### src/rtl/calc_pkg.sv
// Shared constants for the calculator front end:
// key codes, opcodes, scanner states and the decoded key event bundle.
package calc_pkg;

  localparam int NUM_ROWS = 5;
  localparam int NUM_COLS = 4;

  localparam logic [1:0] OP_ADD = 2'd0;
  localparam logic [1:0] OP_SUB = 2'd1;
  localparam logic [1:0] OP_MUL = 2'd2;
  localparam logic [1:0] OP_DIV = 2'd3;

  // keycode = 4*row + col
  localparam logic [4:0] KC_1    = 5'd0;
  localparam logic [4:0] KC_2    = 5'd1;
  localparam logic [4:0] KC_3    = 5'd2;
  localparam logic [4:0] KC_ADD  = 5'd3;
  localparam logic [4:0] KC_4    = 5'd4;
  localparam logic [4:0] KC_5    = 5'd5;
  localparam logic [4:0] KC_6    = 5'd6;
  localparam logic [4:0] KC_SUB  = 5'd7;
  localparam logic [4:0] KC_7    = 5'd8;
  localparam logic [4:0] KC_8    = 5'd9;
  localparam logic [4:0] KC_9    = 5'd10;
  localparam logic [4:0] KC_MUL  = 5'd11;
  localparam logic [4:0] KC_CLR  = 5'd12;
  localparam logic [4:0] KC_0    = 5'd13;
  localparam logic [4:0] KC_EQ   = 5'd14;
  localparam logic [4:0] KC_DIV  = 5'd15;
  localparam logic [4:0] KC_BKSP = 5'd16;
  localparam logic [4:0] KC_MS   = 5'd17;
  localparam logic [4:0] KC_MR   = 5'd18;
  localparam logic [4:0] KC_MC   = 5'd19;

  localparam int PS_DIG  = 0;
  localparam int PS_OP   = 1;
  localparam int PS_EX   = 2;
  localparam int PS_CLR  = 3;
  localparam int PS_BKSP = 4;
  localparam int PS_MS   = 5;
  localparam int PS_MR   = 6;
  localparam int PS_MC   = 7;

  localparam logic [7:0] SEL_DIG  = 8'h01;
  localparam logic [7:0] SEL_OP   = 8'h02;
  localparam logic [7:0] SEL_EX   = 8'h04;
  localparam logic [7:0] SEL_CLR  = 8'h08;
  localparam logic [7:0] SEL_BKSP = 8'h10;
  localparam logic [7:0] SEL_MS   = 8'h20;
  localparam logic [7:0] SEL_MR   = 8'h40;
  localparam logic [7:0] SEL_MC   = 8'h80;

  typedef enum logic [2:0] {
    SCAN,
    PRESS_DB,
    EMIT,
    HOLD,
    REL_DB
  } scan_state_e;

  typedef struct packed {
    logic [7:0] sel;
    logic [3:0] digit;
    logic [1:0] opcode;
  } key_evt_t;

  function automatic logic [1:0] first_low(input logic [3:0] c);
    if (!c[0])      first_low = 2'd0;
    else if (!c[1]) first_low = 2'd1;
    else if (!c[2]) first_low = 2'd2;
    else            first_low = 2'd3;
  endfunction

endpackage

### src/rtl/key_decode.sv
// Keycode to key event: one-hot pulse select plus digit/opcode payload.
// Purely combinational; the scanner registers the result.
module key_decode
  import calc_pkg::*;
(
  input  logic [4:0] keycode_i,
  output key_evt_t   evt_o
);

  always_comb begin
    evt_o = '0;
    case (keycode_i)
      KC_1:    evt_o = {SEL_DIG, 4'd1, 2'd0};
      KC_2:    evt_o = {SEL_DIG, 4'd2, 2'd0};
      KC_3:    evt_o = {SEL_DIG, 4'd3, 2'd0};
      KC_ADD:  evt_o = {SEL_OP, 4'd0, OP_ADD};
      KC_4:    evt_o = {SEL_DIG, 4'd4, 2'd0};
      KC_5:    evt_o = {SEL_DIG, 4'd5, 2'd0};
      KC_6:    evt_o = {SEL_DIG, 4'd6, 2'd0};
      KC_SUB:  evt_o = {SEL_OP, 4'd0, OP_SUB};
      KC_7:    evt_o = {SEL_DIG, 4'd7, 2'd0};
      KC_8:    evt_o = {SEL_DIG, 4'd8, 2'd0};
      KC_9:    evt_o = {SEL_DIG, 4'd9, 2'd0};
      KC_MUL:  evt_o = {SEL_OP, 4'd0, OP_MUL};
      KC_CLR:  evt_o = {SEL_CLR, 4'd0, 2'd0};
      KC_0:    evt_o = {SEL_DIG, 4'd0, 2'd0};
      KC_EQ:   evt_o = {SEL_EX, 4'd0, 2'd0};
      KC_DIV:  evt_o = {SEL_OP, 4'd0, OP_DIV};
      KC_BKSP: evt_o = {SEL_BKSP, 4'd0, 2'd0};
      KC_MS:   evt_o = {SEL_MS, 4'd0, 2'd0};
      KC_MR:   evt_o = {SEL_MR, 4'd0, 2'd0};
      KC_MC:   evt_o = {SEL_MC, 4'd0, 2'd0};
      default: evt_o = '0;
    endcase
  end

endmodule

### src/rtl/keypad_scanner.sv
// 5x4 keypad scanner: row scan, press/release debounce,
// one registered single-cycle event pulse per accepted press.
module keypad_scanner
  import calc_pkg::*;
#(
  parameter int SCAN_DIV        = 1000,
  parameter int DEBOUNCE_CYCLES = 50000
) (
  input  logic                clock,
  input  logic                reset,
  input  logic [NUM_COLS-1:0] col_n,
  output logic [NUM_ROWS-1:0] row_n,
  output logic                dig_out,
  output logic [3:0]          digit,
  output logic                op_out,
  output logic [1:0]          opcode,
  output logic                ex_out,
  output logic                clr_out,
  output logic                bksp_out,
  output logic                ms_out,
  output logic                mr_out,
  output logic                mc_out
);

  localparam int DW = $clog2(SCAN_DIV);
  localparam int BW = $clog2(DEBOUNCE_CYCLES + 1);
  localparam logic [DW-1:0] DWELL_LAST = DW'(SCAN_DIV - 1);
  localparam logic [BW-1:0] DB_DONE    = BW'(DEBOUNCE_CYCLES);
  localparam logic [2:0]    ROW_LAST   = 3'(NUM_ROWS - 1);

  scan_state_e state_q, state_d;
  logic [2:0]    row_q, row_d;
  logic [1:0]    col_q, col_d;
  logic [DW-1:0] dwell_q, dwell_d;
  logic [BW-1:0] cnt_q, cnt_d;
  logic [3:0]    col_m_q, col_s_q;
  key_evt_t      evt_q, evt_d, dec;

  logic          all_hi, key_lo;
  logic [BW-1:0] cnt_inc;
  logic [2:0]    row_nxt;

  key_decode u_dec (
    .keycode_i ({row_q, col_q}),
    .evt_o     (dec)
  );

  assign all_hi  = &col_s_q;
  assign key_lo  = ~col_s_q[col_q];
  assign cnt_inc = (cnt_q == DB_DONE) ? cnt_q : cnt_q + 1'b1;
  assign row_nxt = (row_q == ROW_LAST) ? 3'd0 : row_q + 3'd1;

  always_comb begin
    state_d = state_q;
    row_d   = row_q;
    col_d   = col_q;
    dwell_d = dwell_q;
    cnt_d   = cnt_q;
    unique case (state_q)
      SCAN: begin
        if (dwell_q != DWELL_LAST) begin
          dwell_d = dwell_q + 1'b1;
        end else begin
          dwell_d = '0;
          if (all_hi) begin
            row_d = row_nxt;
          end else begin
            col_d   = first_low(col_s_q);
            cnt_d   = '0;
            state_d = PRESS_DB;
          end
        end
      end
      PRESS_DB: begin
        if (key_lo) begin
          cnt_d = cnt_inc;
          if (cnt_inc == DB_DONE) state_d = EMIT;
        end else begin
          cnt_d   = '0;
          dwell_d = '0;
          state_d = SCAN;
        end
      end
      EMIT: begin
        cnt_d   = '0;
        state_d = HOLD;
      end
      HOLD: begin
        cnt_d = '0;
        if (all_hi) state_d = REL_DB;
      end
      REL_DB: begin
        if (!all_hi) begin
          cnt_d   = '0;
          state_d = HOLD;
        end else if (cnt_inc == DB_DONE) begin
          cnt_d   = '0;
          dwell_d = '0;
          row_d   = row_nxt;
          state_d = SCAN;
        end else begin
          cnt_d = cnt_inc;
        end
      end
      default: state_d = SCAN;
    endcase
  end

  // Event flops load only on the edge that enters EMIT.
  assign evt_d = (state_d == EMIT) ? dec : '0;

  always_ff @(posedge clock) begin
    if (reset) begin
      state_q <= SCAN;
      row_q   <= '0;
      col_q   <= '0;
      dwell_q <= '0;
      cnt_q   <= '0;
      col_m_q <= '1;
      col_s_q <= '1;
      evt_q   <= '0;
    end else begin
      state_q <= state_d;
      row_q   <= row_d;
      col_q   <= col_d;
      dwell_q <= dwell_d;
      cnt_q   <= cnt_d;
      col_m_q <= col_n;
      col_s_q <= col_m_q;
      evt_q   <= evt_d;
    end
  end

  assign row_n    = ~(5'b00001 << row_q);
  assign dig_out  = evt_q.sel[PS_DIG];
  assign op_out   = evt_q.sel[PS_OP];
  assign ex_out   = evt_q.sel[PS_EX];
  assign clr_out  = evt_q.sel[PS_CLR];
  assign bksp_out = evt_q.sel[PS_BKSP];
  assign ms_out   = evt_q.sel[PS_MS];
  assign mr_out   = evt_q.sel[PS_MR];
  assign mc_out   = evt_q.sel[PS_MC];
  assign digit    = evt_q.digit;
  assign opcode   = evt_q.opcode;

endmodule

### config.mk
export PLATFORM = sky130hd
export DESIGN_NAME = keypad_scanner
export DESIGN_NICKNAME = d
export VERILOG_FILES = /design/src/rtl/calc_pkg.sv /design/src/rtl/key_decode.sv /design/src/rtl/keypad_scanner.sv
export SDC_FILE = /design/constraint.sdc
export NUM_CORES = 1
export LEC_CHECK = 0
export CAP_MARGIN = 20
export CORE_MARGIN = 2
export CORE_UTILIZATION = 35
export CTS_CLUSTER_SIZE = 28
export DETAILED_ROUTE_END_ITERATION = 12
export PLACE_DENSITY_LB_ADDON = 0.25
export SYNTH_ARGS = -nofsm -noshare
export SYNTH_HDL_FRONTEND = slang
export SYNTH_SLANG_ARGS = --single-unit
### constraint.sdc
create_clock -name clock -period 3.1 [get_ports clock]
set_input_delay 0.465 -clock clock [delete_from_list [all_inputs] [get_ports clock]]
set_output_delay 0.465 -clock clock [all_outputs]
set_load 0.05 [all_outputs]
Word-level counts from Yosys, hierarchy flattened
Memory sizes are Yosys's and may differ from the RTL's. A register that Yosys moved wholly into a read port is not among the register bits.
Index checks and enable logic that the tools add are counted.
W data, S select, Z words.
Word-level totals
  register bits: 42
  latch bits: 0
  memory bits (writable): 0
  ROM bits: 448
  output and inout bits: 19
  word-level logic and storage cells: 74
  memories kept: 1
Cells by class
  add/sub/neg operators: 3
  multipliers: 0
  div/mod/pow operators: 0
  $lt $le $gt $ge: 1
  equal/unequal tests: 15
  shift operators: 1
  muxes and demuxes: 31
  bitwise gates (word level): 4
  reductions and logical operators: 11
Memory list
  (name not given): depth 32, bits a word 14, rd ports 1, clocked after memory_dff 1, wr ports 0, RTL line key_decode.sv:12  | case (keycode_i)
Operators by type and width (count)
  $mux W16: 6
  $pmux W16 S4: 1
  $mux W10: 4
  $mux W3: 12
  $eq A16 B16 Y1 const B: 2
  $pmux W10 S3: 1
  $add A16 B1 Y16 const B: 1
  $pmux W3 S5: 1
  $ne A2 B2 Y1 const B: 6
  $add A10 B1 Y10 const B: 1
  $ne A10 B10 Y1 const B: 1
  $eq A3 B2 Y1 const B: 3
  $reduce_and A4 Y1: 2
  $eq A3 B3 Y1 const B: 2
  $pmux W3 S2: 1
  $reduce_and A3 Y1: 2
  $not A5 Y5: 1
  $reduce_and A5 Y1: 1
  $shl A1 B3 Y5 const A: 1
  $mux W2: 2
  $reduce_bool A4 Y1: 1
  $reduce_or A2 Y1: 2
  $add A3 B1 Y3 const B: 1
  $eq A3 B1 Y1 const B: 1
  other kinds (7): 10

Depth between registers and ports, before layout
Gate-level depths: netlist of the first run.
  depth in word-level cells: 9
  gate-level depth with buffers: 11
  gate-level depth less buffers: 9

Hierarchy
A second synthesis of the first run with hierarchy kept.
Second synthesis, totals
  cell total of the unflattened synthesis: 430
  area total of the unflattened synthesis: 3474.6 um2
Modules (own cells, without submodules)
  keypad_scanner: times used 1, cells each 395, area each 3185.6 um2, seq. area each 1121.1 um2
  key_decode: times used 1, cells each 35, area each 289.0 um2, seq. area each 0.0 um2

Least setup slack after synthesis of the first run
OpenSTA, ideal clock, no wires.
  path type: register to register
  start point: register cnt_q[10]
  end point: register cnt_q[0]
  library setup time: 0.121 ns
  arrival: 3.004 ns
  path slack: -0.025 ns
  cell stages (with the launch flop): 10
  clock period less this slack: 3.125 ns
  cells stage by stage: dfxtp_1 buf_2 or3_1 or4_4 nor3_4 mux2i_1 or4_4 o31a_1 a21o_1 mux2_2
Between the ends
  longest elaborated chain between the ends: 6
  elaborated cells on any way between the ends: 8
  those cells by class: add/sub (1); eq/ne (2); mux (5)
RTL lines
  from (decl): RTL line keypad_scanner.sv:35  | logic [BW-1:0] cnt_q, cnt_d;
  from (signal assigned): RTL line keypad_scanner.sv:127  | cnt_q <= cnt_d;
  $add A16 B1 Y16 or $eq A16 B16 Y1 (tied branches): RTL line keypad_scanner.sv:50  | assign cnt_inc = (cnt_q == DB_DONE) ? cnt_q : cnt_q + 1'b1;
  $mux W16 *: RTL line keypad_scanner.sv:50
  $eq A16 B16 Y1: RTL line keypad_scanner.sv:96  | end else if (cnt_inc == DB_DONE) begin
  $mux W16: RTL line keypad_scanner.sv:96
  $mux W16: RTL line keypad_scanner.sv:93  | if (!all_hi) begin
  $pmux W16 S4 *: RTL line keypad_scanner.sv:59  | unique case (state_q)
Every way passes the cells marked *; elsewhere a longest branch is shown, timed or not.
A chain may end at the register's enable or synchronous reset.

Final worst setup path of the first run
  start point: register cnt_q[3]
  end point: register cnt_q[0]
The elaborated chain is that of the path after synthesis.

==> PnR_summary.wiki, run 1 <==
{| class="wikitable"
! Metric !! Value
|-
| Worst setup slack after placement || around 0.0058 ns
|-
| DRC violation count after routing || 0
|-
| Seq cells post-synth || 56
|-
| Run status || finished clean
|-
| TritonCTS buffer count || 5
|-
| I/O pin cnt || 25
|-
| Initial core utilization || 0.362
|-
| Gp weighted congestion || 0.811
|-
| Maximum capacitance violations || 0
|-
| Share of final-layout standard cells stronger than drive strength 1 || 0.163
|-
| Reg clk slew, reported paths || 0.11 ns
|-
| Root Driver || clkbuf_8
|-
| Launching element of the worst setup path || cnt_q[3]
|-
| Share of the clock period used by the worst path after layout || 0.964
|-
| Hold-fix buffers, CTS || 0
|-
| Vertical die dimension || between 90 and 100 µm
|-
| Largest cells by area after synthesis || dfxtp_1 (38%), ha_1 (5.5%), a21oi_1 (4.5%)
|-
| Distinct cell type count of the synthesized netlist || 49
|-
| # placed instances || 500
|-
| Detailed placer's ending HPWL || roughly 4800 µm
|-
| Slew @ Worst Pin || 1.04 ns
|-
| Number of warnings printed during yosys synthesis || 0
|-
| WL per Instance || 13.3 µm
|-
| Placeable core region || 8220 µm²
|-
| Post-synth design cell area || 2980 µm²
|-
| Number of DRC violations after detailed-routing iteration 0 || 163
|-
| Via count of the first global-routing pass || 2,493
|-
| Pleak || around 1.3 nW
|-
| Register-to-Register Setup Slack || approximately 0.11 ns
|-
| Maximum number of pins on one net before global-route repair || 24
|-
| Antenna-violating nets left || 0
|-
| Clock network latency to the later pin of the worst-skew pair || 0.32 ns
|-
| Tot GR Track Use || 0.153
|-
| Destination of the worst register-to-register timing path || cnt_q[0]
|-
| Post-synthesis async set-or-reset flop share || 0
|-
| Clk sinks || 56
|-
| Post-layout worst setup margin || 0.110 ns
|-
| Overflow left after global routing || 0
|-
| Reg2Reg Depth || 8
|-
| Fill cell total of the finished layout || roughly 830
|-
| Sequential element share of the synthesized area || 0.377
|-
| Arrival @ worst endpoint || 3.21 ns
|-
| # port buffers || 24
|-
| Die extent in x || 96.2 µm
|-
| Count of final hold-check violations || 0
|-
| Type of element launching the critical path || flip-flop
|-
| Ys flop type || dfxtp_1
|-
| Final setup viols || 0
|-
| Antenna cell count || 0
|-
| Tightest slew margin relative to the limit || 0.304
|-
| Setup TNS Final || 0 ns
|-
| Overall die area || 9260 µm²
|-
| Worst setup skew after layout || 0.0126 ns
|-
| Total wirelength of the detailed-routed design || 6770 µm
|-
| P per Cell Area || about 330 nW/µm²
|-
| Worst VDD drop || 209 µV
|-
| Cell Count, Final, Fillers Out || between 500 and 600
|-
| Min Clock Period, post-route || about 3.0 ns
|-
| Average via count per standard cell || ~5.4
|-
| Average size of a mapped cell || 8.25 µm²
|-
| Area Overhead vs Synth || 22.0%
|-
| Share of Yosys cell area claimed by the top area cell type || 0.377
|-
| Antenna violations before repair || 0
|-
| Fin nets || 422
|-
| Final non-filler cell area || 3630 µm²
|-
| Crit Path Class || flip-flop to flip-flop
|-
| Data required, critical path || around 3.3 ns
|-
| Setup crit end || cnt_q[0]
|-
| Worst reg2reg startpoint || cnt_q[3]
|-
| H-tree level count || 2
|-
| Synthesized instance count || 361
|-
| Max-slew violations || 0
|-
| Detailed-router iteration count before antenna repair || 5
|-
| Number of enable-type register cells in the synthesized netlist || 0
|-
| Critical Path End Type || flip-flop
|-
| Hold Path Depth || 1
|-
| Clock tree from TritonCTS || yes
|-
| Number of placement rows || 33
|-
| Total placed instance area || 3480 µm²
|-
| Critical-path maximum fanout || 5
|-
| Net count after synthesis || 380
|-
| Wire length of the first global-routing pass || 11,300 µm
|-
| Vias post-DR || approximately 2,800
|-
| Leading area contributor after synthesis || dfxtp_1
|-
| FMAX || ~330 MHz
|-
| Maximum count of clock buffers along a single path || 2
|-
| Tightest Hold Check Type || flip-flop to flip-flop
|}
==> power breakdown <==
| part | switching, mW | internal, mW | total [mW] |
|---|---|---|---|
| Clock | 0.260 | 0.161 | 0.421 |
| Combinational | 0.0201 | 0.0193 | 0.0394 |
| Sequential | 0.00503 | 0.727 | 0.732 |
| Total | 0.285 | 0.908 | 1.19 |
==> layout make-up <==
cell class | count | area [µm²] | share of cell area
tap | 105 | 131 | 0.0362
inverter | 11 | 41.3 | 0.0114
timing repair buffer | 52 | 454 | 0.125
clock inverter | 3 | 21.3 | 0.00586
multi-input combinational | 277 | 1790 | 0.493
clock buffer | 5 | 68.8 | 0.0190
sequential | 56 | 1120 | 0.309
==> registers in the layout, summed over array words and instances (netlist names) <==
name,count
row_q,3
bksp_out,1
mc_out,1
col_q,2
dig_out,1
col_m_q,4
ex_out,1
cnt_q,16
ms_out,1
col_s_q,4
state_q,3
mr_out,1
dwell_q,10
digit,4
opcode,2
op_out,1
clr_out,1
==> synth_stat cells (3+ instances only) <==
library cell and n:
nand3_1 16, inv_1 11, nand2_1 34, o21ai_0 18, or4b_1 6, clkbuf_1 15
xnor2_1 5, dfxtp_1 56, ha_1 13, a31oi_1 11, and4_1 4, nand2b_1 7
nand4_1 5, mux2i_1 5, and3_1 12, nor2_1 26, o21ai_1 8, or3_1 5
nor3_1 17, or4_1 5, a21o_1 6, a21oi_1 27, a22o_1 3, nor4_1 4
or2_2 11
==> worst max-delay path: stages, from the launching register on <==
cell     delay (ns)
dfxtp_1        0.33
or3b_1         0.40
or4_4          0.50
nor3_4         0.18
mux2i_2        0.11
or4_4          0.57
o31a_1         0.33
a21o_1         0.19
mux2_2         0.26
==> cells in the final DEF, fill, tap and decap left out, types with 5 or more instances in the layout <==
cell type / instances
a21oi_1: 26
or4_1: 5
nand3_1: 16
and3_1: 12
nand2_1: 34
ha_1: 12
o21ai_0: 18
or4b_1: 6
nand4_1: 5
nor2_1: 26
buf_4: 27
clkbuf_8: 5
clkdlybuf4s50_1: 24
xnor2_1: 5
nand2b_1: 7
dfxtp_1: 55
inv_1: 10
a21o_1: 6
a31oi_1: 11
or2_2: 11
o21ai_1: 8
nor3_1: 17
==> timing repair <==
action,4_1_cts,5_1_grt
setup buffers,1,0
hold endpoints to repair,0,0
setup endpoints to repair,3,18
resized for setup,3,10
pin swaps,4,3
==> worst min path at each step <==
stage	start	end
finish	col_m_q[0]	col_s_q[0]
global route	col_m_q[1]	col_s_q[1]
CTS	col_m_q[0]	col_s_q[0]
detailed placement	col_m_q[0]	col_s_q[0]
global placement	col_m_q[3]	col_s_q[3]
floorplan	col_m_q[0]	col_s_q[0]
==> layer usage <==
layer	routed length, µm	global-route usage	vias up
met3	244	0.0282	8
met5	0	0	-
li1	-	-	1394
met4	75	0.0429	0
met2	3190	0.256	53
met1	3260	0.200	1313
==> per-stage QoR <==
stage          power [mW]   util  hold slack, ns
6_report             1.19  0.442           0.419
5_1_grt              1.25  0.442           0.437
4_1_cts              1.21  0.437           0.421
3_5_place_dp        0.788  0.424           0.394
3_3_place_gp        0.787  0.424           0.392
2_1_floorplan       0.774      -           0.389
==> cell families (layout without fill, tap and decap cells) <==
| family | after synthesis | after routing | share of synthesized area |
|---|---|---|---|
| simple gates | 166 | 166 | 0.311 |
| compound gates | 84 | 84 | 0.172 |
| flops | 56 | 56 | 0.377 |
| buf+inv | 28 | 71 | 0.0361 |
| fa+ha+maj | 13 | 13 | 0.0546 |
| mux | 8 | 8 | 0.0319 |
| xor+xnor | 6 | 6 | 0.0177 |
No activity file was read; power rests on OpenSTA's default activity.
==> inputs of run 2 (changes only) <==
Settings changed: ABC_CLOCK_PERIOD_IN_PS set to 3100, PLACE_DENSITY_LB_ADDON 0.25 to 0.1.
==> run 2 against run 1 <==
  * Global-route usage about the same
  * Routed wire length up 0.52%
  * Clock skew up 0.0010 ns
  * Via count up 0.22%
  * First-iteration DRC count up 14%
  * Sequential cell count unchanged
  * Largest power group unchanged
==> PnR_summary.wiki, run 2 (same netlist as run 1, synthesis figures left out) <==
{| class="wikitable"
! Metric !! Value
|-
| Average via count per standard cell || 5.33 (was 5.44)
|-
| RSZ-0062 raised after global routing || yes
|-
| Area Overhead vs Synth || 25.1% (was 22.0%)
|-
| Wire length of the first global-routing pass || 11,300 µm (about the same)
|-
| Gp weighted congestion || 0.867 (was 0.811)
|-
| Detailed-router iteration count before antenna repair || 4 (was 5)
|-
| Max-slew violations || 0 (unchanged)
|-
| Arrival @ worst endpoint || 3.27 ns (was 3.21 ns)
|-
| Maximum number of pins on one net before global-route repair || 25 (was 24)
|-
| Overflow left after global routing || 0 (unchanged)
|-
| Maximum count of clock buffers along a single path || 2 (unchanged)
|-
| Antenna cell count || 0 (unchanged)
|-
| Worst reg2reg startpoint || cnt_q[3] (unchanged)
|-
| P per Cell Area || 320 nW/µm² (was 328 nW/µm²)
|-
| Antenna-violating nets left || 0 (unchanged)
|-
| Worst setup skew after layout || 0.0136 ns (was 0.0126 ns)
|-
| Critical Path End Type || flip-flop (unchanged)
|-
| Vertical die dimension || 96.2 µm (unchanged)
|-
| Count of final hold-check violations || 0 (unchanged)
|-
| Initial core utilization || 0.362 (unchanged)
|-
| Register-to-Register Setup Slack || 0.03 ns (was 0.11 ns)
|-
| Total net switching power || 0.264 mW (was 0.285 mW)
|-
| Number of placement rows || 33 (unchanged)
|-
| DRC violation count after routing || 0 (unchanged)
|-
| Detailed placer's ending HPWL || 5000 µm (was 4830 µm)
|-
| Destination of the worst register-to-register timing path || cnt_q[5] (was cnt_q[0])
|-
| Largest registers || cnt_q (16), dwell_q (10) (unchanged)
|-
| Tightest slew margin relative to the limit || 0.451 (was 0.304)
|-
| Total wirelength of the detailed-routed design || 6800 µm (was 6770 µm)
|-
| Type of element launching the critical path || flip-flop (unchanged)
|-
| Share of final-layout standard cells stronger than drive strength 1 || 0.176 (was 0.163)
|-
| Clk sinks || 56 (unchanged)
|-
| Part of the power in registers || 0.614 (about the same)
|-
| Min-Delay Startpoint || col_m_q[0] (unchanged)
|-
| Hold Path Depth || 1 (unchanged)
|-
| # port buffers || 24 (unchanged)
|-
| Number of DRC violations after detailed-routing iteration 0 || 186 (was 163)
|-
| Fin nets || 433 (was 422)
|-
| FMAX || 326 MHz (was 334 MHz)
|-
| Sw Share || 0.222 (was 0.239)
|-
| Setup TNS Final || 0 ns (unchanged)
|-
| Worst VDD drop || 177 µV (was 209 µV)
|-
| Overall die area || 9260 µm² (unchanged)
|-
| Data required, critical path || 3.30 ns (was 3.32 ns)
|-
| Share of the clock period used by the worst path after layout || 0.989 (was 0.964)
|-
| Slew @ Worst Pin || 0.823 ns (was 1.04 ns)
|-
| Reg clk slew, reported paths || 0.10 ns (was 0.11 ns)
|-
| Vias post-DR || 2,774 (was 2,768)
|-
| Proportion of power drawn by the clock network || 0.352 (was 0.353)
|-
| Final setup viols || 0 (unchanged)
|-
| WL per Instance || 13.1 µm (was 13.3 µm)
|-
| Fill cell total of the finished layout || 823 (was 829)
|-
| Hold-fix buffers, CTS || 0 (unchanged)
|-
| Hold Slack || 0.401 ns (was 0.419 ns)
|-
| Register with the highest flop count || cnt_q (unchanged)
|-
| Root Driver || clkbuf_8 (unchanged)
|-
| Antenna violations before repair || 0 (unchanged)
|-
| Flip-flop count of the largest register, all copies and words added || 16 (unchanged)
|-
| Tightest Hold Check Type || flip-flop to flip-flop (unchanged)
|-
| Min Clock Period, post-route || 3.07 ns (was 2.99 ns)
|-
| Post-layout utilization of the core || 0.453 (was 0.442)
|-
| Pleak || 1.37 nW (was 1.30 nW)
|-
| Run status || finished clean (unchanged)
|-
| Crit Path Class || flip-flop to flip-flop (unchanged)
|-
| Clock network latency to the later pin of the worst-skew pair || 0.31 ns (was 0.32 ns)
|-
| Maximum capacitance violations || 0 (unchanged)
|-
| Via count of the first global-routing pass || 2,381 (was 2,493)
|-
| Combinational fraction of design power || 0.034 (was 0.033)
|-
| TritonCTS buffer count || 5 (unchanged)
|-
| Clock tree from TritonCTS || yes (unchanged)
|-
| Critical-path maximum fanout || 5 (unchanged)
|-
| Placeable core region || 8220 µm² (unchanged)
|-
| Most common cell after layout, fill and taps aside || dfxtp_1 (unchanged)
|-
| I/O pin cnt || 25 (unchanged)
|-
| Reg2Reg Depth || 9 (was 8)
|-
| Tot GR Track Use || 0.153 (about the same)
|-
| Die extent in x || 96.2 µm (unchanged)
|-
| Top library cells by usage in the layout, fill and taps aside || dfxtp_1 (54), buf_4 (35), nand2_1 (34) (was dfxtp_1 (55), nand2_1 (34), buf_4 (27))
|-
| Endpoint of the worst hold-timing path || col_s_q[0] (unchanged)
|-
| H-tree level count || 2 (unchanged)
|-
| Cell-internal power || 0.928 mW (was 0.908 mW)
|}
[run 2: cell type report]
type / instances / area, µm² / area share
Clock buffer: 6 / 82.6 / 0.0222
Clock inverter: 2 / 15.0 / 0.00403
Inverter: 11 / 41.3 / 0.0111
Multi-Input combinational cell: 277 / 1780 / 0.478
Sequential cell: 56 / 1120 / 0.302
Tap cell: 105 / 131 / 0.0353
Timing Repair Buffer: 63 / 548 / 0.147
[run 2: per-layer routing]
layer	vias up	routed length, µm	global-route usage
met1	1301	3380	0.214
met2	51	3110	0.240
met5	-	0	0
met3	4	260	0.0298
li1	1418	-	-
met4	0	53	0.0405
[run 2: timing repair]
item	in CTS	in global routing
endpoints found under the setup margin	2	21
pin swaps	3	6
gates cloned	0	0
resized for setup	1	11
buffers inserted	1	5
[run 2: worst max-delay path by stage]
stage,slack (ns),from,to
2_1_floorplan,0.01,cnt_q[10],cnt_q[0]
5_1_grt,-0.05,cnt_q[3],cnt_q[5]
4_1_cts,0.002,cnt_q[0],cnt_q[11]
6_report,0.03,cnt_q[3],cnt_q[5]
3_3_place_gp,0.03,cnt_q[10],cnt_q[0]
3_5_place_dp,0.01,cnt_q[10],cnt_q[0]
[run 2: power by group through the flow]
stage | combinational, mW | sequential, mW | clock (mW)
6_report | 0.0406 | 0.732 | 0.420
5_1_grt | 0.0455 | 0.734 | 0.469
4_1_cts | 0.0405 | 0.732 | 0.437
3_5_place_dp | 0.0404 | 0.749 | 0
3_3_place_gp | 0.0395 | 0.749 | 0
2_1_floorplan | 0.0268 | 0.747 | 0
[run 2: per-stage QoR]
stage,std cells,instance area (µm²),setup slack (ns),power (mW)
after floorplan,361,2980,0.0109,0.774
after global placement,505,3520,0.0278,0.788
after detailed placement,505,3520,0.0107,0.789
after CTS,514,3630,0.00168,1.21
after global routing,520,3720,-0.0509,1.25
final,520,3720,0.0329,1.19
[run 2: critical path, stage by stage, from the launching register on]
cell and delay (ns):
dfxtp_1 0.32, or3b_4 0.40, or4_4 0.54, nor3_4 0.23, mux2i_1 0.12, or4_4 0.52, o31a_1 0.35, buf_4 0.17
a21o_1 0.14, a22o_1 0.18
